File: config.mk
export PLATFORM = sky130hd
export DESIGN_NAME = adder_fail_logger
export DESIGN_NICKNAME = d
export VERILOG_FILES = /design/src/rtl/adder_fail_logger.sv
export SDC_FILE = /design/constraint.sdc
export NUM_CORES = 1
export LEC_CHECK = 0
export ABC_AREA = 1
export CORE_ASPECT_RATIO = 0.9
export CORE_MARGIN = 2
export CORE_UTILIZATION = 58
export CTS_BUF_LIST = sky130_fd_sc_hd__clkbuf_8
export DETAILED_ROUTE_END_ITERATION = 12
export HOLD_SLACK_MARGIN = 0.12
export PLACE_DENSITY_LB_ADDON = 0.2
export SYNTH_ARGS = -nofsm -noshare
export SYNTH_HDL_FRONTEND = slang
export SYNTH_SLANG_ARGS = --single-unit
File: constraint.sdc
create_clock -name clk -period 2.3 [get_ports clk]
set_clock_uncertainty 0.1 [all_clocks]
set_input_delay 0.23 -clock clk [delete_from_list [all_inputs] [get_ports clk]]
set_output_delay 0.23 -clock clk [all_outputs]
set_load 0.05 [all_outputs]
File: src/rtl/adder_fail_logger.sv
// Adder mismatch logger: mismatch statistics, first-failure capture and a 9-byte serial dump.
// Optional macro ADDER_LOG_AUTODUMP_EN starts a dump automatically on the first capture.
module adder_fail_logger #(
  parameter int CNT_W = 16
) (
  input  logic             clk,
  input  logic             rst_n,
  input  logic             in_valid,
  input  logic [13:0]      adder_operand1,
  input  logic [13:0]      adder_operand2,
  input  logic [14:0]      structural_sum,
  input  logic [14:0]      behavioral_sum,
  input  logic             clear,
  input  logic             dump_req,
  output logic             fail_seen,
  output logic [CNT_W-1:0] mismatch_count,
  output logic             sweep_done,
  output logic [7:0]       out_data,
  output logic             out_valid,
  input  logic             out_ready
);

  typedef enum logic {IDLE, SEND} state_t;

  state_t           state_q, state_d;
  logic [3:0]       idx_q, idx_d;
  logic             fail_q, fail_d;
  logic [CNT_W-1:0] count_q, count_d;
  logic             sweep_q, sweep_d;
  logic [13:0]      recOp1_q, recOp1_d, recOp2_q, recOp2_d;
  logic [14:0]      recSt_q, recSt_d, recBh_q, recBh_d;
  logic             snapFail_q;
  logic [13:0]      snapOp1_q, snapOp2_q;
  logic [14:0]      snapSt_q, snapBh_q;
  logic             mismatch, sweepHit, firstMiss, startDump, loadSnap;

  assign mismatch  = in_valid && (structural_sum != behavioral_sum);
  assign sweepHit  = in_valid && (adder_operand1 == 14'h3FFF) && (adder_operand2 == 14'h3FFF);
  assign firstMiss = mismatch && (clear || !fail_q);

`ifdef ADDER_LOG_AUTODUMP_EN
  logic autoReq_q;

  always_ff @(posedge clk or negedge rst_n) begin
    if (!rst_n) autoReq_q <= 1'b0;
    else        autoReq_q <= firstMiss;
  end

  assign startDump = dump_req || autoReq_q;
`else
  assign startDump = dump_req;
`endif

  // Clear is applied first so a same-cycle sample still lands in fresh statistics.
  always_comb begin
    fail_d   = clear ? 1'b0 : fail_q;
    count_d  = clear ? '0 : count_q;
    sweep_d  = clear ? 1'b0 : sweep_q;
    recOp1_d = clear ? '0 : recOp1_q;
    recOp2_d = clear ? '0 : recOp2_q;
    recSt_d  = clear ? '0 : recSt_q;
    recBh_d  = clear ? '0 : recBh_q;
    if (mismatch) begin
      fail_d = 1'b1;
      if (count_d != {CNT_W{1'b1}}) count_d = count_d + CNT_W'(1);
    end
    if (firstMiss) begin
      recOp1_d = adder_operand1;
      recOp2_d = adder_operand2;
      recSt_d  = structural_sum;
      recBh_d  = behavioral_sum;
    end
    if (sweepHit) sweep_d = 1'b1;
  end

  always_comb begin
    state_d  = state_q;
    idx_d    = idx_q;
    loadSnap = 1'b0;
    case (state_q)
      IDLE: begin
        if (startDump) begin
          state_d  = SEND;
          idx_d    = 4'd0;
          loadSnap = 1'b1;
        end
      end
      SEND: begin
        if (out_ready) begin
          if (idx_q == 4'd8) begin
            state_d = IDLE;
            idx_d   = 4'd0;
          end else begin
            idx_d = idx_q + 4'd1;
          end
        end
      end
      default: state_d = IDLE;
    endcase
  end

  always_ff @(posedge clk or negedge rst_n) begin
    if (!rst_n) begin
      state_q    <= IDLE;
      idx_q      <= 4'd0;
      fail_q     <= 1'b0;
      count_q    <= '0;
      sweep_q    <= 1'b0;
      recOp1_q   <= '0;
      recOp2_q   <= '0;
      recSt_q    <= '0;
      recBh_q    <= '0;
      snapFail_q <= 1'b0;
      snapOp1_q  <= '0;
      snapOp2_q  <= '0;
      snapSt_q   <= '0;
      snapBh_q   <= '0;
    end else begin
      state_q  <= state_d;
      idx_q    <= idx_d;
      fail_q   <= fail_d;
      count_q  <= count_d;
      sweep_q  <= sweep_d;
      recOp1_q <= recOp1_d;
      recOp2_q <= recOp2_d;
      recSt_q  <= recSt_d;
      recBh_q  <= recBh_d;
      if (loadSnap) begin
        snapFail_q <= fail_q;
        snapOp1_q  <= recOp1_q;
        snapOp2_q  <= recOp2_q;
        snapSt_q   <= recSt_q;
        snapBh_q   <= recBh_q;
      end
    end
  end

  // The frame is served purely from the snapshot so clears mid-frame cannot tear it.
  always_comb begin
    out_data = 8'h00;
    if (state_q == SEND) begin
      case (idx_q)
        4'd0:    out_data = snapFail_q ? 8'hA5 : 8'h5A;
        4'd1:    out_data = {2'b00, snapOp1_q[13:8]};
        4'd2:    out_data = snapOp1_q[7:0];
        4'd3:    out_data = {2'b00, snapOp2_q[13:8]};
        4'd4:    out_data = snapOp2_q[7:0];
        4'd5:    out_data = {1'b0, snapSt_q[14:8]};
        4'd6:    out_data = snapSt_q[7:0];
        4'd7:    out_data = {1'b0, snapBh_q[14:8]};
        4'd8:    out_data = snapBh_q[7:0];
        default: out_data = 8'h00;
      endcase
    end
  end

  assign out_valid      = (state_q == SEND);
  assign fail_seen      = fail_q;
  assign mismatch_count = count_q;
  assign sweep_done     = sweep_q;

endmodule
==> impl_metrics.env, run 1 <==
export IMPL_outcome="finished, violations left"
export IMPL_violations="design-rule violations, negative setup slack"
export IMPL_yosys_register_bits=140
export IMPL_grt_util_met2=0.4863
export IMPL_fmax_ghz=0.3996
export IMPL_hold_viol=0
export IMPL_syn2layout_area_growth_pct=28.41
export IMPL_cts_tree="built"
export IMPL_path_class="flip-flop to primary output"
export IMPL_post_place_cells=1177
export IMPL_cts_root_buf="clkbuf_8"
export IMPL_wl_per_cell_um=15.68
export IMPL_worstRegToRegCells=12
export IMPL_first_iter_violations=699
export IMPL_crit_fanout=7
export IMPL_worstPathArrival_ps=2170
export IMPL_finalNonFillerCells=1219
export IMPL_start_util=0.5921
export IMPL_seq_area_frac_synth=0.4938
export IMPL_wirelength_um=19120
export IMPL_hold_path_class="input port to asynchronous set/reset pin"
export IMPL_ioPinCount=91
export IMPL_cts_sinks=140
export IMPL_ir_drop_uv=616.1
export IMPL_avgSynthCellArea_sq_um=7.539
export IMPL_place_area_sq_um=8386
export IMPL_crit_path_top_delay_cell="dfrtp_1"
export IMPL_grt_pass1_vias=6396
export IMPL_synth_distinct_cells=36
export IMPL_r2r_slack_ps=410
export IMPL_power_density_nw_per_um2=994.2
export IMPL_final_setup_viol_count=8
export IMPL_layout_min_cycle_time_ps=2503
export IMPL_port_buffers=90
export IMPL_die_w_um=120.6
export IMPL_final_hold_worst_slack_ps=166.0
export IMPL_drc=2
export IMPL_cp_top_family="buffers and inverters"
export IMPL_crit_required_ps=1970
export IMPL_tns_ps=-1183
export IMPL_r2r_start="mismatch_count[1]$_DFF_PN0_"
export IMPL_regArea_sq_um=3507
export IMPL_finalPower_mw=9.057
export IMPL_worst_slew_pin_slew_ps=522.8
export IMPL_die_h_um=108.9
export IMPL_grt_antenna_before_repair=0
export IMPL_worst_slew_margin_rel=0.6514
export IMPL_reg2reg_to="mismatch_count[1]$_DFF_PN0_"
export IMPL_crit_start="idx_q[1]$_DFFE_PN0P_"
export IMPL_overflow=0
export IMPL_grt_pass1_wl_um=31400
export IMPL_clk_insertion_delay_late_ps=470
export IMPL_maxCapViolCount=0
export IMPL_nets=1115
export IMPL_multi_input_area_sq_um=3319
export IMPL_syn_nets=1010
export IMPL_clk_path_buf_depth=2
export IMPL_leakagePower_nw=4.758
export IMPL_crit_chain="inv_2, ha_4, inv_2, nor3_4, buf_6, buf_6, nand2_2, nand3_2, nor2_2, a21oi_2, buf_12"
export IMPL_ant_nets=0
export IMPL_numCtsBuffers=17
export IMPL_antennaDiodeCount=0
export IMPL_cts_max_level=4
export IMPL_slowest_delay_ps=430
export IMPL_clk_pin_slew_ps=80
export IMPL_use_met1=0.4323
export IMPL_dp_hpwl_um=12940
export IMPL_grt_usage=0.3094
export IMPL_grt_max_degree=64
export IMPL_yosys_warnings=0
export IMPL_syn_inst=941
export IMPL_path_depth=11
export IMPL_core_area_sq_um=11980
export IMPL_cp_end_kind="primary output"
export IMPL_dieArea_sq_um=13130
export IMPL_place_gp_congestion=0.8775
export IMPL_cp_start_kind="flip-flop"
export IMPL_crit_buf_inv=5
export IMPL_met3_usage=0.06015
export IMPL_nFillCells=908
export IMPL_rows=38
export IMPL_drtPass1Iterations=12
export IMPL_slew_viol_final=0
export IMPL_drive_gt1_frac=0.1539
export IMPL_top_usage_layer="met2"
export IMPL_period_share=1.088
export IMPL_postLayoutCellArea_sq_um=9110
export IMPL_setup_ws_ps=-202.7
export IMPL_synth_area_sq_um=7094
export IMPL_viasPerCell=5.486
export IMPL_rsz0062_at_grt="true"
export IMPL_vias=6688
## per-stage QoR
stage	setup WS, ps	util
2_1_floorplan	85.30	-
3_3_place_gp	126.6	0.6999
3_5_place_dp	98.48	0.6999
4_1_cts	-143.4	0.7568
5_1_grt	-296.1	0.7603
6_report	-202.7	0.7603
## synth_stat cells
master,n,area (sq um)
nand3_2,11,110.1
a31oi_1,1,6.260
clkinv_1,1,3.750
nand2_2,7,43.79
nor3_4,2,32.53
o2111ai_1,2,17.52
nand2_4,1,11.26
buf_4,2,15.01
a21boi_2,1,11.26
buf_6,5,56.30
clkbuf_1,19,71.32
nand3b_1,1,7.510
o21ai_0,13,65.06
a21oi_1,6,30.03
o21ai_1,1,5.000
xor2_1,1,8.760
buf_2,14,70.07
inv_2,9,33.78
nor2_2,5,31.28
nor2_4,3,33.78
nor4_1,2,12.51
nand2_1,414,1554
inv_1,54,202.7
ha_1,5,62.56
xnor2_1,1,8.760
a221oi_1,2,17.52
o22ai_1,2,12.51
nor2_1,50,187.7
a22oi_1,1,7.510
nand4_1,20,125.1
clkinv_2,1,5.000
nor3_2,2,20.02
dfrtp_1,140,3503
nand3_1,138,690.7
or2_2,2,12.51
buf_1,2,7.510
## worst reg2reg max path: cells and delay by family (launching register included)
kind	cells	cell delay [ps]
adders and majority gates	1	200
buffers and inverters	2	180
DFF	1	360
and+or+nand+nor	9	950
## cell type report
cell class / instances / area share
multi-input cells: 694 / 0.3644
clock inverters: 14 / 0.02362
clock buffers: 18 / 0.02719
well taps: 160 / 0.02197
flip-flops and latches: 140 / 0.3850
repair buffers: 128 / 0.1507
inverters: 65 / 0.02719
## cells by family after synthesis
family          after synthesis  share of synthesized area
xor+xnor                      2                   0.002470
compound gates               29                    0.02434
fa+ha+maj                     5                   0.008818
simple gates                658                     0.4049
buf+inv                     107                    0.06561
flops                       140                     0.4938
## registers in the layout, indices dropped and copies added, names as in the netlist
signal          count
recSt_q            15
snapBh_q           15
recBh_q            15
snapFail_q          1
mismatch_count     16
snapSt_q           15
sweep_done          1
fail_seen           1
recOp1_q           14
out_valid           1
snapOp2_q          14
recOp2_q           14
snapOp1_q          14
idx_q               4
## metal layers
layer	share of wire	routed length, um
met1	0.44	8473
met2	0.47	8960
met3	0.065	1241
met4	0.023	440
met5	0	0
## what timing repair did
item / CTS / global route
endpoints found under the setup margin: 8 / 8
cloned: 1 / 0
gates resized for setup: 39 / 11
pin swaps: 17 / 13
hold buffers: 1 / 0
setup buffers: 8 / 2
endpoints found under the hold margin: 140 / 0
## power by group
part / total, mW / internal, mW / switching [mW] / leakage, nW
clock network: 2.33 / 1.32 / 1.00 / 0.235
logic: 3.15 / 1.33 / 1.82 / 2.69
registers: 3.58 / 3.10 / 0.479 / 1.84
## how the worst max path moves through the flow
stage | endpoint | slack, ps
global route | out_data[5] | -300
floorplan | out_data[7] | 90
global placement | mismatch_count[1]$_DFF_PN0_ | 130
CTS | out_data[0] | -140
detailed placement | mismatch_count[1]$_DFF_PN0_ | 100
finish | out_data[5] | -200
## cells in the final DEF, fill, tap and decap left out, types with 2 or more instances in the layout
cell,n
bufinv_16,5
clkdlybuf4s50_1,81
nand2_1,405
ha_4,4
nand4_1,20
nor2_1,42
nor2_2,9
nor3_4,4
or2_2,2
nand2_2,15
clkinv_2,3
nor2_4,7
o21ai_0,13
clkbuf_8,18
dfrtp_1,137
buf_12,15
nand2_4,2
inv_1,49
inv_6,3
inv_2,14
nor4_1,2
o22ai_1,2
nand3_1,135
buf_6,5
dfrtp_2,3
buf_4,26
clkinv_4,2
nand3_2,14
a21oi_2,6
(Power assumes the default switching activity.)
==> inputs of run 2 (changes only) <==
CORE_MARGIN = default   (was 2)
REMOVE_ABC_BUFFERS = 1   (was default)
==> run 2 against run 1 <==
Clock power fell by 8%. Sequential power barely moved. Register-to-register slack got worse by 30 ps. Largest power group unchanged. The run ends with negative setup slack left. Combinational power rose by 4%. Via count rose by 2.6%. Wire length rose by 2.4%. Core utilization rose by 2.5 points. Worst setup slack got worse by 8.5 ps. First-iteration DRC count rose by 21%.
==> impl_metrics.env, run 2 (synthesis gave the netlist of run 1 again) <==
export IMPL_clk_pin_slew_ps=80
export IMPL_period_share=1.092
export IMPL_p_comb_frac=0.365
export IMPL_start_util=0.6081
export IMPL_r2r_start="mismatch_count[1]$_DFF_PN0_"
export IMPL_switching_power_mw=3.372
export IMPL_worst_slew_margin_rel=0.6623
export IMPL_cts_max_level=4
export IMPL_grt_pass1_vias=6475
export IMPL_dp_hpwl_um=13020
export IMPL_worstPathArrival_ps=2180
export IMPL_layout_min_cycle_time_ps=2511
export IMPL_cp_common_cell="buf_6"
export IMPL_maxCapViolCount=0
export IMPL_fmax_ghz=0.3982
export IMPL_port_buffers=90
export IMPL_overflow=0
export IMPL_final_common_cell="nand2_1"
export IMPL_dieArea_sq_um=12680
export IMPL_final_cell_mix="nand2_1, nand3_1, dfrtp_1"
export IMPL_viasPerCell=5.583
export IMPL_cts_sinks=140
export IMPL_regArea_sq_um=3508
export IMPL_setup_ws_ps=-211.2
export IMPL_finalNonFillerCells=1229
export IMPL_die_h_um=106.9
export IMPL_crit_required_ps=1970
export IMPL_path_class="flip-flop to primary output"
export IMPL_leakagePower_nw=4.812
export IMPL_clk_path_buf_depth=2
export IMPL_post_place_cells=1185
export IMPL_antennaDiodeCount=0
export IMPL_crit_fanout=3
export IMPL_rows=37
export IMPL_finalPower_mw=9.013
export IMPL_multi_input_area_sq_um=3309
export IMPL_grt_pass1_wl_um=32090
export IMPL_core_area_sq_um=11670
export IMPL_crit_chain="buf_6, ha_4, inv_4, nor3_4, buf_6, nand2_4, nand4_1, nor2_2, a21oi_2, buf_12"
export IMPL_use_met1=0.4592
export IMPL_top_usage_layer="met2"
export IMPL_worst_slew_pin_slew_ps=505.0
export IMPL_cp_start_kind="flip-flop"
export IMPL_nets=1129
export IMPL_wirelength_um=19580
export IMPL_ant_nets=0
export IMPL_worstRegToRegCells=10
export IMPL_cts_tree="built"
export IMPL_reg2reg_to="mismatch_count[14]$_DFF_PN0_"
export IMPL_switching_share=0.3742
export IMPL_grt_max_degree=48
export IMPL_crit_path_top_delay_cell="dfrtp_2"
export IMPL_final_setup_viol_count=8
export IMPL_crit_start="idx_q[0]$_DFFE_PN0P_"
export IMPL_cp_end_kind="primary output"
export IMPL_met3_usage=0.06330
export IMPL_drc=0
export IMPL_power_frac_seq=0.396
export IMPL_syn2layout_area_growth_pct=29.15
export IMPL_cts_root_buf="clkbuf_8"
export IMPL_die_w_um=118.6
export IMPL_grt_util_met2=0.5142
export IMPL_ioPinCount=91
export IMPL_clk_insertion_delay_late_ps=470
export IMPL_violations="negative setup slack"
export IMPL_hold_path_class="input port to asynchronous set/reset pin"
export IMPL_place_gp_congestion=0.9091
export IMPL_vias=6861
export IMPL_finish_utilization=0.7854
export IMPL_drive_gt1_frac=0.1622
export IMPL_first_iter_violations=849
export IMPL_rsz0062_at_grt="true"
export IMPL_power_density_nw_per_um2=983.7
export IMPL_hold_viol=0
export IMPL_numCtsBuffers=17
export IMPL_nFillCells=862
export IMPL_drtPass1Iterations=6
export IMPL_wl_per_cell_um=15.93
export IMPL_r2r_slack_ps=380
export IMPL_power_share_clock=0.239
export IMPL_slew_viol_final=0
export IMPL_grt_usage=0.3262
export IMPL_ir_drop_uv=446.5
export IMPL_grt_antenna_before_repair=0
export IMPL_slowest_delay_ps=430
export IMPL_tns_ps=-1506
export IMPL_pre_cts_ws_ps=-21.03
export IMPL_largest_reg_flops=16
export IMPL_outcome="finished, violations left"
export IMPL_intPower_mw=5.641
## run 2: cell count changes in the layout (fill, tap and decap cells not counted), sizes merged
cell	delta
clkbuf	+1
inv	+1
buf	+14
bufinv	-2
clkinv	-3
clkinvlp	+3
## run 2: per-layer routing
metal / share of wire / vias up
li1: - / 3235
met1: 0.43 / 3250
met2: 0.47 / 338
met3: 0.081 / 38
met4: 0.018 / 0
met5: 0 / -
## run 2: cell type report
| class | count | share of cell area |
|---|---|---|
| inverters | 65 | 0.02786 |
| clock inverters | 13 | 0.01789 |
| multi-input cells | 694 | 0.3612 |
| flip-flops and latches | 140 | 0.3829 |
| well taps | 156 | 0.02130 |
| repair buffers | 142 | 0.1603 |
| clock buffers | 19 | 0.02854 |
## run 2: metrics by stage
stage / hold WS [ps] / area (sq um)
3_3_place_gp: 90.44 / 8442
2_1_floorplan: -165.6 / 6874
4_1_cts: 188.1 / 9082
6_report: 167.4 / 9163
3_5_place_dp: 92.98 / 8442
5_1_grt: 198.2 / 9163
## run 2: critical path: cells and delay by family, from the launching register on
kind                     cells  cell delay (ps)
AO/OA/AOI/OAI                1              220
flip-flops                   1              430
buffers and inverters        4              500
AND/OR/NAND/NOR              4              430
adder cells (fa/ha/maj)      1              150
## run 2: power groups by stage
stage / Combinational [mW] / Sequential (mW) / Clock [mW]
floorplan: 1.50 / 3.44 / 0
global placement: 2.77 / 3.52 / 0
detailed placement: 2.85 / 3.53 / 0
CTS: 3.10 / 3.53 / 2.14
global route: 3.54 / 3.63 / 2.26
finish: 3.29 / 3.57 / 2.15
## run 2: repair_timing
action | 4_1_cts | 5_1_grt
buffers inserted | 9 | 5
gates cloned | 1 | 0
setup endpoints to repair | 8 | 8
hold endpoints to repair | 140 | 0
gates resized for setup | 47 | 12
hold buffers | 1 | 0
pin swaps | 20 | 15
## run 2: worst max-delay path by stage
stage	endpoint	slack, ps	cells after the start
after floorplan	snapBh_q[0]$_DFFE_PN0P_	-2060	4
after global placement	mismatch_count[1]$_DFF_PN0_	80	10
after detailed placement	mismatch_count[1]$_DFF_PN0_	-20	14
after CTS	out_data[5]	-180	11
after global routing	out_data[0]	-310	10
final	out_data[0]	-210	10
